## src/rtl/matrix_core_scratchpad_if.sv

```systemverilog
// Request/response bus between the core sequencer (master) and the matrix-core scratchpad (slave).
interface matrix_core_scratchpad_if #(
    parameter int ADDR_WIDTH = 8,
    parameter int ACC_WIDTH  = 32
);
    logic                  req_vld;
    logic                  req_rdy;
    logic [1:0]            req_bank;
    logic [1:0]            req_op;
    logic [ADDR_WIDTH-1:0] req_addr;
    logic [ACC_WIDTH-1:0]  req_wdata;
    logic                  rsp_vld;
    logic                  rsp_rdy;
    logic [ACC_WIDTH-1:0]  rsp_data;
    logic                  rsp_err;

    modport master (
        output req_vld, req_bank, req_op, req_addr, req_wdata, rsp_rdy,
        input  req_rdy, rsp_vld, rsp_data, rsp_err
    );

    modport slave (
        input  req_vld, req_bank, req_op, req_addr, req_wdata, rsp_rdy,
        output req_rdy, rsp_vld, rsp_data, rsp_err
    );
endinterface

```

## src/rtl/matrix_core_scratchpad.sv

```systemverilog
// Banked W/X/ACC scratchpad: single-issue request port, in-order 2-deep response buffer,
// accumulate on ACC and a one-entry-per-cycle bank clear sequencer.
module matrix_core_scratchpad_bank #(
    parameter int DEPTH = 16,
    parameter int WIDTH = 8,
    parameter int AW    = (DEPTH > 1) ? $clog2(DEPTH) : 1
) (
    input  logic             clk_i,
    input  logic             we_i,
    input  logic [AW-1:0]    waddr_i,
    input  logic [WIDTH-1:0] wdata_i,
    input  logic [AW-1:0]    raddr_i,
    output logic [WIDTH-1:0] rdata_o
);
    logic [WIDTH-1:0] mem_q [DEPTH];

    always_ff @(posedge clk_i) begin
        if (we_i) mem_q[waddr_i] <= wdata_i;
    end

    assign rdata_o = mem_q[raddr_i];
endmodule

module matrix_core_scratchpad #(
    parameter int DATA_WIDTH = 8,
    parameter int ACC_WIDTH  = 32,
    parameter int MAT_DIM    = 4,
    parameter int X_DEPTH    = 16,
    parameter int ADDR_WIDTH = 8
) (
    input  logic                    clk_i,
    input  logic                    rst_i,
    matrix_core_scratchpad_if.slave bus
);
    localparam int W_DEPTH = MAT_DIM * MAT_DIM;
    localparam int W_AW    = (W_DEPTH > 1) ? $clog2(W_DEPTH) : 1;
    localparam int X_AW    = (X_DEPTH > 1) ? $clog2(X_DEPTH) : 1;
    localparam int C_DEPTH = (W_DEPTH > X_DEPTH) ? W_DEPTH : X_DEPTH;
    localparam int C_AW    = (C_DEPTH > 1) ? $clog2(C_DEPTH) : 1;

    localparam logic [1:0] BANK_W   = 2'd0;
    localparam logic [1:0] BANK_X   = 2'd1;
    localparam logic [1:0] BANK_ACC = 2'd2;
    localparam logic [1:0] OP_READ  = 2'd0;
    localparam logic [1:0] OP_WRITE = 2'd1;
    localparam logic [1:0] OP_ADD   = 2'd2;
    localparam logic [1:0] OP_CLEAR = 2'd3;

    localparam logic [1:0] ST_IDLE  = 2'd0;
    localparam logic [1:0] ST_CLEAR = 2'd1;
    localparam logic [1:0] ST_DONE  = 2'd2;

    typedef struct packed {
        logic [1:0]            bank;
        logic [1:0]            op;
        logic [ADDR_WIDTH-1:0] addr;
        logic [ACC_WIDTH-1:0]  wdata;
    } req_t;

    typedef struct packed {
        logic                 err;
        logic [ACC_WIDTH-1:0] data;
    } rsp_t;

    function automatic logic [C_AW-1:0] last_idx(input logic [1:0] b);
        return (b == BANK_W) ? C_AW'(W_DEPTH - 1) : C_AW'(X_DEPTH - 1);
    endfunction

    logic [1:0]      state_q, state_d;
    logic [C_AW-1:0] clr_idx_q, clr_idx_d;
    logic [1:0]      clr_bank_q, clr_bank_d;
    logic [1:0]      cnt_q, cnt_d;
    rsp_t            buf_q [2];
    rsp_t            buf_d [2];

    req_t            req;
    logic            req_rdy, accept, addr_ok, req_err, req_wr, clearing;
    logic            push, pop;
    rsp_t            push_rsp;
    logic [C_AW-1:0] wr_idx;
    logic            zero_wr;
    logic            we_w, we_x, we_acc;
    logic [DATA_WIDTH-1:0] w_rdata, x_rdata, wx_wdata;
    logic [ACC_WIDTH-1:0]  acc_rdata, acc_wdata, rd_data;

    assign req      = {bus.req_bank, bus.req_op, bus.req_addr, bus.req_wdata};
    assign req_rdy  = (state_q == ST_IDLE) && (cnt_q != 2'd2);
    assign accept   = bus.req_vld && req_rdy;
    assign clearing = (state_q == ST_CLEAR);

    always_comb begin
        case (req.bank)
            BANK_W:           addr_ok = req.addr < ADDR_WIDTH'(W_DEPTH);
            BANK_X, BANK_ACC: addr_ok = req.addr < ADDR_WIDTH'(X_DEPTH);
            default:          addr_ok = 1'b0;
        endcase
    end

    // CLEAR only validates the bank; its address field is ignored.
    assign req_err = (req.bank == 2'd3)
                  || ((req.op != OP_CLEAR) && !addr_ok)
                  || ((req.op == OP_ADD) && (req.bank != BANK_ACC));
    assign req_wr  = accept && !req_err && (req.op != OP_READ);

    // Banks share one write index: the clear sweep while busy, else the request (CLEAR starts at 0).
    assign wr_idx   = clearing ? clr_idx_q
                    : (req.op == OP_CLEAR) ? '0 : req.addr[C_AW-1:0];
    assign zero_wr  = clearing || (req.op == OP_CLEAR);
    assign wx_wdata = zero_wr ? '0 : req.wdata[DATA_WIDTH-1:0];
    assign acc_wdata = zero_wr ? '0
                     : (req.op == OP_ADD) ? acc_rdata + req.wdata : req.wdata;

    assign we_w   = clearing ? (clr_bank_q == BANK_W)   : (req_wr && req.bank == BANK_W);
    assign we_x   = clearing ? (clr_bank_q == BANK_X)   : (req_wr && req.bank == BANK_X);
    assign we_acc = clearing ? (clr_bank_q == BANK_ACC) : (req_wr && req.bank == BANK_ACC);

    matrix_core_scratchpad_bank #(.DEPTH(W_DEPTH), .WIDTH(DATA_WIDTH)) u_w (
        .clk_i(clk_i), .we_i(we_w), .waddr_i(wr_idx[W_AW-1:0]), .wdata_i(wx_wdata),
        .raddr_i(req.addr[W_AW-1:0]), .rdata_o(w_rdata)
    );

    matrix_core_scratchpad_bank #(.DEPTH(X_DEPTH), .WIDTH(DATA_WIDTH)) u_x (
        .clk_i(clk_i), .we_i(we_x), .waddr_i(wr_idx[X_AW-1:0]), .wdata_i(wx_wdata),
        .raddr_i(req.addr[X_AW-1:0]), .rdata_o(x_rdata)
    );

    matrix_core_scratchpad_bank #(.DEPTH(X_DEPTH), .WIDTH(ACC_WIDTH)) u_acc (
        .clk_i(clk_i), .we_i(we_acc), .waddr_i(wr_idx[X_AW-1:0]), .wdata_i(acc_wdata),
        .raddr_i(req.addr[X_AW-1:0]), .rdata_o(acc_rdata)
    );

    always_comb begin
        case (req.bank)
            BANK_W:   rd_data = ACC_WIDTH'(w_rdata);
            BANK_X:   rd_data = ACC_WIDTH'(x_rdata);
            BANK_ACC: rd_data = acc_rdata;
            default:  rd_data = '0;
        endcase
    end

    always_comb begin
        state_d    = state_q;
        clr_idx_d  = clr_idx_q;
        clr_bank_d = clr_bank_q;
        push       = 1'b0;
        push_rsp   = '0;
        case (state_q)
            ST_IDLE: begin
                if (accept) begin
                    push_rsp.err  = req_err;
                    push_rsp.data = ((req.op == OP_READ) && !req_err) ? rd_data : '0;
                    if ((req.op == OP_CLEAR) && !req_err && (last_idx(req.bank) != '0)) begin
                        state_d    = ST_CLEAR;
                        clr_bank_d = req.bank;
                        clr_idx_d  = C_AW'(1);
                    end else begin
                        push = 1'b1;
                    end
                end
            end
            ST_CLEAR: begin
                clr_idx_d = clr_idx_q + C_AW'(1);
                if (clr_idx_q == last_idx(clr_bank_q)) begin
                    if (cnt_q != 2'd2) begin
                        push    = 1'b1;
                        state_d = ST_IDLE;
                    end else begin
                        state_d = ST_DONE;
                    end
                end
            end
            ST_DONE: begin
                if (cnt_q != 2'd2) begin
                    push    = 1'b1;
                    state_d = ST_IDLE;
                end
            end
            default: state_d = ST_IDLE;
        endcase
    end

    // Head-at-0 shift buffer; vacated slots are zeroed so an empty buffer presents data=0/err=0.
    assign pop = (cnt_q != 2'd0) && bus.rsp_rdy;

    always_comb begin
        buf_d = buf_q;
        cnt_d = cnt_q;
        if (pop) begin
            buf_d[0] = buf_q[1];
            buf_d[1] = '0;
            cnt_d    = cnt_q - 2'd1;
        end
        if (push) begin
            buf_d[cnt_d[0]] = push_rsp;
            cnt_d           = cnt_d + 2'd1;
        end
    end

    always_ff @(posedge clk_i) begin
        if (rst_i) begin
            state_q    <= ST_IDLE;
            clr_idx_q  <= '0;
            clr_bank_q <= '0;
            cnt_q      <= '0;
            buf_q[0]   <= '0;
            buf_q[1]   <= '0;
        end else begin
            state_q    <= state_d;
            clr_idx_q  <= clr_idx_d;
            clr_bank_q <= clr_bank_d;
            cnt_q      <= cnt_d;
            buf_q[0]   <= buf_d[0];
            buf_q[1]   <= buf_d[1];
        end
    end

    assign bus.req_rdy  = req_rdy;
    assign bus.rsp_vld  = (cnt_q != 2'd0);
    assign bus.rsp_data = buf_q[0].data;
    assign bus.rsp_err  = buf_q[0].err;
endmodule

```

## src/flat_wrapper.sv

```systemverilog
// flat-port wrapper written by rule: the top's interface ports become plain ports
module matrix_core_scratchpad_flat 
#(
    parameter int DATA_WIDTH = 8,
    parameter int ACC_WIDTH  = 32,
    parameter int MAT_DIM    = 4,
    parameter int X_DEPTH    = 16,
    parameter int ADDR_WIDTH = 8
)
  (clk_i, rst_i, bus_req_vld, bus_req_bank, bus_req_op, bus_req_addr, bus_req_wdata, bus_rsp_rdy, bus_req_rdy, bus_rsp_vld, bus_rsp_data, bus_rsp_err);
  matrix_core_scratchpad_if #(.ADDR_WIDTH(ADDR_WIDTH), .ACC_WIDTH(ACC_WIDTH)) bus_i ();
  input  logic clk_i;
  input  logic rst_i;
  input wire logic [$bits(bus_i.req_vld)-1:0] bus_req_vld;
  input wire logic [$bits(bus_i.req_bank)-1:0] bus_req_bank;
  input wire logic [$bits(bus_i.req_op)-1:0] bus_req_op;
  input wire logic [$bits(bus_i.req_addr)-1:0] bus_req_addr;
  input wire logic [$bits(bus_i.req_wdata)-1:0] bus_req_wdata;
  input wire logic [$bits(bus_i.rsp_rdy)-1:0] bus_rsp_rdy;
  output wire logic [$bits(bus_i.req_rdy)-1:0] bus_req_rdy;
  output wire logic [$bits(bus_i.rsp_vld)-1:0] bus_rsp_vld;
  output wire logic [$bits(bus_i.rsp_data)-1:0] bus_rsp_data;
  output wire logic [$bits(bus_i.rsp_err)-1:0] bus_rsp_err;
  assign bus_i.req_vld = bus_req_vld;
  assign bus_i.req_bank = bus_req_bank;
  assign bus_i.req_op = bus_req_op;
  assign bus_i.req_addr = bus_req_addr;
  assign bus_i.req_wdata = bus_req_wdata;
  assign bus_i.rsp_rdy = bus_rsp_rdy;
  assign bus_req_rdy = bus_i.req_rdy;
  assign bus_rsp_vld = bus_i.rsp_vld;
  assign bus_rsp_data = bus_i.rsp_data;
  assign bus_rsp_err = bus_i.rsp_err;
  matrix_core_scratchpad #(.DATA_WIDTH(DATA_WIDTH), .ACC_WIDTH(ACC_WIDTH), .MAT_DIM(MAT_DIM), .X_DEPTH(X_DEPTH), .ADDR_WIDTH(ADDR_WIDTH)) u_core (.clk_i(clk_i), .rst_i(rst_i), .bus(bus_i));
endmodule
```

## config.mk

```make
export PLATFORM = sky130hd
export DESIGN_NAME = matrix_core_scratchpad_flat
export DESIGN_NICKNAME = d
export VERILOG_FILES = /design/src/rtl/matrix_core_scratchpad_if.sv /design/src/rtl/matrix_core_scratchpad.sv /design/src/flat_wrapper.sv
export SDC_FILE = /design/constraint.sdc
export NUM_CORES = 1
export LEC_CHECK = 0
export ABC_AREA = 0
export BUFFER_PORTS_ARGS = -buffer_cell sky130_fd_sc_hd__buf_2
export CORE_ASPECT_RATIO = 0.5
export CORE_MARGIN = 2
export CORE_UTILIZATION = 55
export CTS_BUF_LIST = sky130_fd_sc_hd__clkbuf_4
export CTS_CLUSTER_DIAMETER = 120
export CTS_CLUSTER_SIZE = 12
export DETAILED_ROUTE_END_ITERATION = 7
export PLACE_DENSITY = 0.77
export SLEW_MARGIN = 0
export SYNTH_ARGS = -nofsm -noshare
export SYNTH_HDL_FRONTEND = slang
export SYNTH_SLANG_ARGS = --single-unit
```

## constraint.sdc

```tcl
create_clock -name clk_i -period 7.53 [get_ports clk_i]
set_input_delay 1.506 -clock clk_i [delete_from_list [all_inputs] [get_ports clk_i]]
set_output_delay 1.506 -clock clk_i [all_outputs]
set_load 0.05 [all_outputs]
```

==> summary.txt <==
Clocking
  – CTS resizes: 0
  – Number of buffers created by CTS: 80
  – Clock net sink count: 844
  – Worst-skew pair later-pin latency: approximately 0.9 ns
  – Clk slew on worst S/H paths: 0.13 ns
  – Post CTS Setup Buffer Count: 0
  – Clk buf depth: 3
  – Post-CTS Hold Buffers: 0
  – H-tree levels: 3
  – Root Driver: clkbuf_4
  – CTS tree: built

Floorplan
  – FP Rows: 65
  – I/O pin count: between 80 and 90
  – Die area: approximately 66000 µm²
  – Die width: 360 µm
  – Die height: around 180 µm
  – Core area: 62900 µm²
  – Initial Util: ~55%

Worst setup path
  – Worst reg-to-reg path cell count: 13
  – Critical Path Source Type: input port
  – Crit path required time: approximately 8.1 ns
  – WS Path Type: in -> reg
  – WP data arrival: between 6 and 7 ns
  – Crit path capture: u_core.u_acc.mem_q[6][29]
  – Critical R2R Launch: u_core.u_acc.mem_q[15][0]
  – CP startpoint: bus_req_addr[0]
  – Crit path capture type: flop
  – FF-to-FF End: u_core.u_acc.mem_q[13][30]
  – Crit path max fanout: 84
  – Reg2Reg Setup Slack: around 2.7 ns

STA
  – Relative slew slack: approximately 14%
  – Min Hold Slack: roughly 0.50 ns
  – Setup TNS: 0 ns
  – Min Tclk post-route: approximately 6 ns
  – Final setup violation count: 0
  – Least-Margin Pin Slew: about 1.3 ns
  – Layout Skew: ~0.10 ns
  – Period utilization: between 70 and 80%
  – Fin. Hold Viols: 0
  – RSZ-0062 raised after global routing: false
  – Fmax: roughly 170 MHz
  – Slew Limit Fails: 0

Global route
  – Vias in the first global route: 18.6k
  – Initial antenna violation count: 2
  – Grt ovf: 0
  – Largest net degree at the start of global routing: 86
  – First-pass GRT wire length: between 100 and 150 mm
  – Gr usage total: 24.6%

Synthesis
  – Syn Inst Count: ~2.0k
  – Post-synth top area share: around two thirds
  – Syn Area/Cell: 17.9 µm²
  – Top-count cell post-synth: edfxtp_1
  – Primary FF master, synth: edfxtp_1
  – Asr flop ratio synth: 0%
  – Synth top area cells: edfxtp_1 (66%), mux4_2 (15%), dfxtp_1 (4.4%)
  – Post-Syn Area: roughly 35000 µm²
  – Distinct cell type count after synthesis: 63
  – Post-synthesis sequential area ratio: a little over two thirds
  – Top cells by instance count after synthesis: edfxtp_1 (768), mux4_2 (239), nand2_1 (152)
  – Post-synth EDFFs: between 700 and 800
  – Flops & latches, synth: between 800 and 900
  – Warnings from Yosys: 0
  – Mapped Nets: approximately 2k
  – Yosys top cell by area: edfxtp_1

Final layout
  – Fillers: about 4.6k
  – Final Instance Count excl. Fillers: about 2.9k
  – Ratio of cells with drive above 1 in the final layout: about a quarter
  – Register Area: ~25000 µm²
  – Multi-input logic area: roughly 10000 µm²
  – Final core occ: roughly 60%
  – Fin area: 37200 µm²
  – # nets final: ~2.1k
  – Area growth syn-to-layout: 6.36%

Drt
  – Via count: around 19k
  – WL final: 80.3 mm
  – Routed vias/inst: 6.51
  – TritonRoute pass-1 iters: 6
  – Routed Antenna Nets: 0
  – Routed len/inst: approximately 28 µm
  – Drt drc: 0
  – First DRT Iteration DRCs: approximately 2.5k

Place
  – DP Area: approximately 36000 µm²
  – Routability cong.: 0.970
  – Placed Cells: approximately 2.8k
  – HPWL Detailed: a little under 50 mm
  – Buffers on Ports: 82

Power
  – Pleak: 11.9 nW
  – Worst ir drop on vdd: ~0.13 mV
  – Pwr Density: between 200 and 250 nW/µm²

Flow run
  – Max_cap viols: 0

Worst hold path
  – Hold path cells: 2
  – Worst Hold Class: reg -> reg

Outcome
  – Outcome: finished clean
==> logic make-up (layout without fill, tap and decap cells) <==
family	Yosys count	in the layout	share of synthesized area, %
mux	243	243	15.5
other cells	0	2	0
xor+xnor	27	27	0.677
flops	844	844	70.4
buf+inv	159	271	2.28
fa+ha+maj	35	35	1.28
compound gates	266	266	5.03
simple gates	381	381	4.83
==> placed cells by master, fill, tap and decap left out, types with 4 or more instances in the layout <==
cell type,n
a211oi_1,15
a21o_1,25
a21oi_1,63
a222oi_1,8
a22oi_1,29
a2bb2oi_1,7
a31oi_1,27
and2_1,13
and3_1,16
buf_2,79
buf_4,51
clkbuf_4,118
dfxtp_1,76
edfxtp_1,768
ha_1,34
inv_1,14
inv_2,4
mux4_2,239
nand2_1,152
nand2b_1,6
nand3_1,15
nand3b_1,6
nand4_1,6
nor2_1,112
nor2_4,17
nor2b_1,7
nor3_1,12
o2111ai_1,11
o211ai_1,4
o21a_1,4
o21ai_0,42
o31ai_1,5
or3_1,4
xnor2_1,14
xor2_1,13
==> worst min path at each step <==
stage / slack (ns) / start / to
after floorplan: 0.46 / u_core.buf_q[0] / u_core.buf_q[0]
after global placement: 0.47 / u_core.buf_q[7] / u_core.buf_q[7]
after detailed placement: 0.48 / u_core.buf_q[1] / u_core.buf_q[1]
after CTS: 0.50 / u_core.buf_q[1] / u_core.buf_q[1]
after global routing: 0.53 / u_core.buf_q[1] / u_core.buf_q[1]
final: 0.50 / u_core.buf_q[1] / u_core.buf_q[1]
==> area by class of cell <==
| cell class | instances | share of cell area, % |
|---|---|---|
| Multi-Input combinational cell | 952 | 26.1 |
| Antenna cell | 2 | 0.0135 |
| Tap cell | 837 | 2.82 |
| Clock buffer | 118 | 2.38 |
| Inverter | 14 | 0.141 |
| Clock inverter | 7 | 0.168 |
| Timing Repair Buffer | 132 | 2.17 |
| Sequential cell | 844 | 66.2 |
==> worst max-delay path, stage by stage <==
cell,delay [ns]
buf_8,0.64
buf_4,0.55
mux4_2,0.56
mux4_2,0.51
ha_1,0.41
and2_1,0.25
o2111ai_1,0.20
a311oi_1,0.46
o2111ai_1,0.27
nand2_1,0.19
a21oi_1,0.08
o211ai_1,0.81
==> where the power goes <==
part	switching (mW)	internal, mW	leakage, nW
Clock	1.41	0.747	0.583
Combinational	0.794	0.358	3.73
Sequential	0.0218	5.23	7.58
==> routing by layer <==
metal	global-route usage [%]	up-vias	wire, µm
met5	0	-	0
met4	9.10	0	3000
met3	4.43	176	7600
met2	39.0	1054	38400
met1	34.9	9707	31300
li1	-	7994	-
==> metrics by stage <==
stage / total power [mW] / setup slack [ns]
final: 8.56 / 1.52
after CTS: 8.58 / 1.58
after floorplan: 6.17 / 1.48
after detailed placement: 6.49 / 0.646
after global routing: 8.86 / 1.04
after global placement: 6.45 / 0.837
==> sequential cells by signal (all words and copies together) (netlist names) <==
| name | flops |
|---|---|
| u_core.u_w.mem_q | 128 |
| u_core.bus.rsp_data | 32 |
| u_core.bus.rsp_err | 1 |
| u_core.clr_bank_q | 2 |
| u_core.state_q | 2 |
| u_core.buf_q | 33 |
| u_core.u_acc.mem_q | 512 |
| u_core.cnt_q | 2 |
| u_core.clr_idx_q | 4 |
| u_core.u_x.mem_q | 128 |
Power figures use the tool's default switching activity.
